[src/rtl/ctrl_pipe.sv]
// Control-signal pipeline (ID/EX, EX/MEM, MEM/WB) with load-use stall detection,
// operand forwarding selects and branch flush for a 5-stage in-order core.
module ctrl_pipe #(
  parameter int RA = 3
) (
  input  logic          clk,
  input  logic          rst_n,
  input  logic          id_valid,
  input  logic [1:0]    id_alu_op,
  input  logic          id_beq,
  input  logic          id_mem_read,
  input  logic          id_mem_write,
  input  logic          id_alu_src,
  input  logic          id_mem_to_reg,
  input  logic          id_reg_write,
  input  logic [RA-1:0] id_rs1,
  input  logic [RA-1:0] id_rs2,
  input  logic [RA-1:0] id_rd,
  input  logic          id_uses_rs2,
  input  logic          mem_zero,
  output logic          stall,
  output logic          pc_write,
  output logic          ifid_write,
  output logic          if_id_flush,
  output logic [1:0]    ex_alu_op,
  output logic          ex_alu_src,
  output logic [RA-1:0] ex_rs1,
  output logic [RA-1:0] ex_rs2,
  output logic [1:0]    fwd_a,
  output logic [1:0]    fwd_b,
  output logic          mem_mem_read,
  output logic          mem_mem_write,
  output logic          mem_beq,
  output logic          branch_taken,
  output logic          wb_reg_write,
  output logic          wb_mem_to_reg,
  output logic [RA-1:0] wb_rd
);

  typedef struct packed {
    logic [1:0]    alu_op;
    logic          alu_src;
    logic          beq;
    logic          mem_read;
    logic          mem_write;
    logic          mem_to_reg;
    logic          reg_write;
    logic [RA-1:0] rd;
    logic [RA-1:0] rs1;
    logic [RA-1:0] rs2;
    logic          valid;
  } idex_t;

  typedef struct packed {
    logic          beq;
    logic          mem_read;
    logic          mem_write;
    logic          mem_to_reg;
    logic          reg_write;
    logic [RA-1:0] rd;
    logic          valid;
  } exmem_t;

  typedef struct packed {
    logic          mem_to_reg;
    logic          reg_write;
    logic [RA-1:0] rd;
    logic          valid;
  } memwb_t;

  idex_t  idex_q,  idex_d;
  exmem_t exmem_q, exmem_d;
  memwb_t memwb_q, memwb_d;
  logic   ld_hazard;

  // Newest producer wins: EX/MEM is checked before MEM/WB; r0 is never forwarded.
  function automatic logic [1:0] fwd_sel(input logic [RA-1:0] rs,
                                         input exmem_t m, input memwb_t w);
    if (rs == '0)                                 return 2'b00;
    if (m.valid && m.reg_write && (m.rd == rs))   return 2'b10;
    if (w.valid && w.reg_write && (w.rd == rs))   return 2'b01;
    return 2'b00;
  endfunction

  assign branch_taken = exmem_q.beq & mem_zero;
  assign ld_hazard    = id_valid & idex_q.valid & idex_q.mem_read & (idex_q.rd != '0) &
                        ((idex_q.rd == id_rs1) | (id_uses_rs2 & (idex_q.rd == id_rs2)));
  // A taken branch kills the dependent instruction anyway, so the flush suppresses the stall.
  assign stall        = ld_hazard & ~branch_taken;
  assign pc_write     = ~stall;
  assign ifid_write   = ~stall;
  assign if_id_flush  = branch_taken;

  assign fwd_a = fwd_sel(idex_q.rs1, exmem_q, memwb_q);
  assign fwd_b = fwd_sel(idex_q.rs2, exmem_q, memwb_q);

  always_comb begin
    idex_d = '0;
    if (id_valid && !stall && !branch_taken) begin
      idex_d.alu_op     = id_alu_op;
      idex_d.alu_src    = id_alu_src;
      idex_d.beq        = id_beq;
      idex_d.mem_read   = id_mem_read;
      idex_d.mem_write  = id_mem_write;
      idex_d.mem_to_reg = id_mem_to_reg;
      idex_d.reg_write  = id_reg_write;
      idex_d.rd         = id_rd;
      idex_d.rs1        = id_rs1;
      idex_d.rs2        = id_rs2;
      idex_d.valid      = 1'b1;
    end

    exmem_d = '0;
    if (!branch_taken) begin
      exmem_d.beq        = idex_q.beq;
      exmem_d.mem_read   = idex_q.mem_read;
      exmem_d.mem_write  = idex_q.mem_write;
      exmem_d.mem_to_reg = idex_q.mem_to_reg;
      exmem_d.reg_write  = idex_q.reg_write;
      exmem_d.rd         = idex_q.rd;
      exmem_d.valid      = idex_q.valid;
    end

    memwb_d.mem_to_reg = exmem_q.mem_to_reg;
    memwb_d.reg_write  = exmem_q.reg_write;
    memwb_d.rd         = exmem_q.rd;
    memwb_d.valid      = exmem_q.valid;
  end

  always_ff @(posedge clk or negedge rst_n) begin
    if (!rst_n) begin
      idex_q  <= '0;
      exmem_q <= '0;
      memwb_q <= '0;
    end else begin
      idex_q  <= idex_d;
      exmem_q <= exmem_d;
      memwb_q <= memwb_d;
    end
  end

  assign ex_alu_op     = idex_q.alu_op;
  assign ex_alu_src    = idex_q.alu_src;
  assign ex_rs1        = idex_q.rs1;
  assign ex_rs2        = idex_q.rs2;
  assign mem_mem_read  = exmem_q.mem_read;
  assign mem_mem_write = exmem_q.mem_write;
  assign mem_beq       = exmem_q.beq;
  assign wb_reg_write  = memwb_q.reg_write;
  assign wb_mem_to_reg = memwb_q.mem_to_reg;
  assign wb_rd         = memwb_q.rd;

endmodule

[config.mk]
export PLATFORM = sky130hd
export DESIGN_NAME = ctrl_pipe
export DESIGN_NICKNAME = d
export VERILOG_FILES = /design/src/rtl/ctrl_pipe.sv
export SDC_FILE = /design/constraint.sdc
export NUM_CORES = 1
export LEC_CHECK = 0
export BUFFER_PORTS_ARGS = -buffer_cell sky130_fd_sc_hd__buf_2
export CORE_AREA = 4 4 56 71
export CTS_BUF_LIST = sky130_fd_sc_hd__clkbuf_8 sky130_fd_sc_hd__clkbuf_16
export CTS_CLUSTER_SIZE = 8
export DETAILED_ROUTE_END_ITERATION = 10
export DIE_AREA = 0 0 60 75
export PLACE_DENSITY_LB_ADDON = 0.3
export SYNTH_ARGS = -nofsm -noshare
export SYNTH_HDL_FRONTEND = slang
export SYNTH_SLANG_ARGS = --single-unit
[constraint.sdc]
create_clock -name clk -period 2 [get_ports clk]
set_input_delay 0.2 -clock clk [delete_from_list [all_inputs] [get_ports clk]]
set_output_delay 0.2 -clock clk [all_outputs]
set_load 0.005 [all_outputs]
* Word-level counts from Yosys, hierarchy flattened
Cells that the tools add are included.
Cells by class: reductions and logical operators 13, bitwise operators 10, multiplexer cells 26, equal/unequal tests 6
Operators by type and width (number):
- $mux 2 | 12
- $eq 3x3->1 | 6
- $mux 18 | 1
- $mux 1 | 12
- $mux 9 | 1
- $logic_and 1x1->1 | 8
- $and 1x1->1 | 7
- $logic_not 3->1 | 2
- $reduce_bool 3->1 | 1
- $logic_not 1->1 | 2
- $not 1->1 | 2
- $or 1x1->1 | 1
Storage, ports and cells: input bits 22, bits in registers 33, word-level logic and storage cells 77

* Depth between registers and ports, before layout
word-level depth 9, mapped depth 6, gate-level depth less buffers 4

* Worst setup path before layout
No wires, ideal clock.
kind register to output, start point reg idex_q[7] in the netlist's numbering, end point out pc_write, arrival time 1.234 ns, setup slack 0.566 ns, stages on the path, launching flop included 7, required time 1.800 ns, path through dfrtp_1 > xnor2_1 > nand4_1 > a21oi_1 > buf_2 > nand2_1 > buf_4
Between the ends: word-level cells in the longest chain between the ends 6
Ends and longest elaborated chain:
- start, declared | line 71 | idex_t idex_q, idex_d;
- start signal, assigned | line 136 | idex_q <= idex_d;
- $eq 3x3->1 | line 87 | ((idex_q.rd == id_rs1) | (id_uses_rs2 & (idex_q.rd == id_rs2)));
- $and 1x1->1 | line 87
- $or 1x1->1 | line 87
- $and 1x1->1 * | line 86 | assign ld_hazard = id_valid & idex_q.valid & idex_q.mem_read & (idex_q.rd != '0) &
- $and 1x1->1 * | line 89 | assign stall = ld_hazard & ~branch_taken;
- $not 1->1 *
- end, declared | line 22 | output logic pc_write,
Every way passes the cells marked *; elsewhere a longest branch is shown, timed or not.

* Worst setup path after layout
start point reg idex_q, in the netlist ex_rs1[2], end point out fwd_a[0]
Between the ends: word-level cells in the longest chain between the ends 8
Ends and longest elaborated chain:
- $eq 3x3->1 | line 81 | if (w.valid && w.reg_write && (w.rd == rs)) return 2'b01;
- $logic_and 1x1->1 | line 81
- $mux 1 (2 in a row) | line 81
- $mux 1 | line 80 | if (m.valid && m.reg_write && (m.rd == rs)) return 2'b10;
- $mux 2 | line 82 | return 2'b00;
- $mux 2 | line 81
- $mux 2 * | line 80
- end, declared | line 29 | output logic [1:0] fwd_a,
Every way passes the cells marked *; elsewhere a longest branch is shown, timed or not. The select of a mux whose other input is x is not followed.

==> out/qor.csv <==
stage,metric,value,unit
worst_setup_path,CP startpoint kind,register,
min_path,WHS Endpoint,idex_q[9]$_DFF_PN0_,
sta,Least-Margin Pin Slew,0.699,ns
power,switching pwr,0.000317,W
yosys,count of cell types in the netlist,20,
power,sequential power share,55.8,%
worst_setup_path,r2r endpoint,ex_rs1[2]$_DFF_PN0_,
grt,vias in the first global route,986,
cts,total CTS buffers,5,
layout,Seq. cell area,827,µm²
routing,Pre-antenna DRT Iters,3,
cts,CTS root buffer,clkbuf_8,
power,clock share of power,33.1,%
floorplan,Starting Density,43.1,%
power,Power Density,769,nW/µm²
power,Worst VDD drop,0.537,mV
routing,drt wl/cell,12.7,µm
yosys,Post-Syn Area,1450,µm²
grt,total grt overflow,0,
yosys,sequential fraction of the synthesis area,57.0,%
yosys,register bit total from synthesis,33,
sta,Setup TNS Final,0,ns
worst_setup_path,Worst R2R Setup Slack,0.55,ns
sta,RSZ-0062 raised after global routing,false,
layout,fill count,300,
cts,H-tree depth,2,
sta,final setup vio count,0,
routing,DRC Markers,0,
floorplan,Die Span X,60,µm
sta,Fmax,534,MHz
power,P_int,0.00101,W
yosys,Syn. warnings,0,
floorplan,Placeable Area,3360,µm²
grt,initial antenna violation count,0,
cts,post-CTS setup buffers,0,
yosys,Synth area leader,dfrtp_1,
outcome,status,"finished, final reports clean",
sta,fin crit period,1.87,ns
placement,PortBufs,47,
worst_setup_path,Worst Path Required,1.80,ns
routing,vias after detailed routing,1013,
floorplan,FP Rows,24,
layout,"Most flops, register",idex_q,
power,Leak,0.937,nW
layout,Ant. Diodes,0,
cts,CTS tree,built,
cts,Clock Latency Late Sink,0.27,ns
placement,post-placement cell count,207,
sta,final hold vios,0,
layout,post-route insts no fill,216,
routing,ANT nets after route,0,
routing,DRT Wirelength,2.74,mm
placement,Final Wtd Congestion,0.736,
yosys,Mapped Nets,159,
layout,Nets,198,
layout,P&R area growth vs syn,19.3,%
layout,area occupied by multi-input gates,502,µm²
min_path,Hold WC Path Type,in -> reg,
floorplan,Die Ht,75,µm
cts,"Clk pin slew, worst setup/hold paths",0.06,ns
cts,clock sink count,33,
run,max_cap viols,0,
worst_setup_path,CP Class,reg -> out,
yosys,Yosys top cell area share,57.0,%
worst_setup_path,"Arr. time, crit path",1.67,ns
grt,Total GRT Usage,14.1,%
worst_setup_path,FF-to-FF path depth,5,
power,Comb power frac,11.1,%
worst_setup_path,Setup crit end kind,output pin,
worst_setup_path,critical-path maximum fanout,6,
grt,largest net degree at the start of global routing,34,
sta,final period utilization,93.6,%
sta,Rel. slew slack,53.4,%
min_path,Min-Delay Path Depth,3,
cts,CTS Buffer Depth,2,
routing,vias per cell,4.69,
floorplan,I/O pin cnt,48,
yosys,Synth area leaders,"dfrtp_1 57%, buf_4 6.7%, nand2_1 5.4%",
worst_setup_path,R2R Path Start,idex_q[7]$_DFF_PN0_,
sta,Worst Skew,0.00524,ns
min_path,min-delay src,id_rd[2],
yosys,cell count after synthesis,137,
grt,first-pass GRT wire length,4.49,mm
routing,DR iter-0 viols,26,
placement,HPWL after DPL,2.13,mm
yosys,synthesized area per cell,10.6,µm²
sta,Slew Limit Fails,0,
power,Sw Share,23.8,%
layout,proportion of layout cells with a drive suffix above 1,34.5,%
layout,number of flip-flops under the largest register name,9,
layout,Largest regs,"idex_q x9, exmem_q x6",
floorplan,die area,4500,µm²
[timing repair]
action,in CTS,in global routing
hold buffers,1,0
setup endpoints to repair,0,2
endpoints found under the hold margin,33,0
gates resized for setup,0,3
[routing by layer]
metal	GRT usage (%)	routed length, µm
met1	15.6	1030
met2	23.4	1430
met3	4.97	216
met4	7.39	70
met5	0	0
[layout make-up]
cell class                      instances  area share [%]
Clock inverter                          3           0.651
Sequential cell                        33            47.8
Tap cell                               39            2.82
Multi-Input combinational cell         84            29.0
Inverter                                1           0.217
Clock buffer                            5            3.98
Timing Repair Buffer                   51            15.5
[placed cells by master (no fill, tap or decap)]
cell type      instances
inv_1                  4
o311ai_0               1
a21oi_1                3
clkbuf_8               5
nor3b_2                2
nand3_1                3
xnor2_1                8
nor2b_1                1
and2_1                11
nor4_1                 2
nand2_1               21
buf_2                 47
nor2_1                17
nand4_1                1
dfrtp_2                1
dlygate4sd3_1          1
buf_4                  3
o31a_2                 1
xor2_1                 8
nor4_2                 2
dfrtp_1               32
o31a_1                 3
[how the worst max path moves through the flow]
stage                     slack (ns)                 from       end  cells past startpoint
final                           0.13  ex_rs1[2]$_DFF_PN0_  fwd_a[0]                      5
after global routing            0.02  ex_rs1[2]$_DFF_PN0_  fwd_a[0]                      5
after CTS                       0.09   wb_rd[2]$_DFF_PN0_  fwd_a[0]                      5
after detailed placement        0.40   wb_rd[2]$_DFF_PN0_  fwd_a[0]                      5
after global placement          0.50   wb_rd[2]$_DFF_PN0_  fwd_a[0]                      5
after floorplan                 0.57  idex_q[7]$_DFF_PN0_  pc_write                      6
[worst max-delay path: stages (launching register included)]
cell and delay (ns):
dfrtp_1 0.45, nor3b_2 0.21, a21oi_1 0.06, o31a_1 0.26, nor4_2 0.27, buf_2 0.15
[Yosys cell counts (all sizes together)]
| library cell | count |
|---|---|
| xnor2 | 8 |
| nor3b | 2 |
| nor4 | 4 |
| o311ai | 1 |
| nand4 | 1 |
| o31a | 4 |
| and2 | 11 |
| dfrtp | 33 |
| nor2 | 17 |
| nor2b | 1 |
| nand2 | 21 |
| clkbuf | 3 |
| a21oi | 3 |
| inv | 1 |
| nand3 | 3 |
| xor2 | 8 |
| buf | 16 |
[power groups by stage]
stage	clock [W]	sequential, W	combinational [W]
finish	0.000440	0.000743	0.000148
global placement	0	0.000752	0.000141
CTS	0.000463	0.000743	0.000149
detailed placement	0	0.000755	0.000147
floorplan	0	0.000746	0.0000975
global route	0.000491	0.000748	0.000169
[kinds of logic after synthesis]
group | count (synthesis) | synth area share, %
AO/OA/AOI/OAI | 8 | 4.15
XOR/XNOR | 16 | 9.67
buffers and inverters | 20 | 9.24
flip-flops | 33 | 57.0
AND/OR/NAND/NOR | 60 | 19.9
[through the flow]
step           setup slack, ns  area (µm²)  total power, W  hold WS [ns]  utilization (%)
6_report                 0.127        1730         0.00133         0.125             51.4
5_1_grt                 0.0175        1730         0.00141         0.120             51.4
4_1_cts                 0.0894        1720         0.00135         0.110             51.0
3_5_place_dp             0.396        1630        0.000902         0.289             48.3
3_3_place_gp             0.496        1630        0.000892         0.279             48.3
2_1_floorplan            0.566        1450        0.000844       -0.0956                -
(Power assumes the default switching activity.)
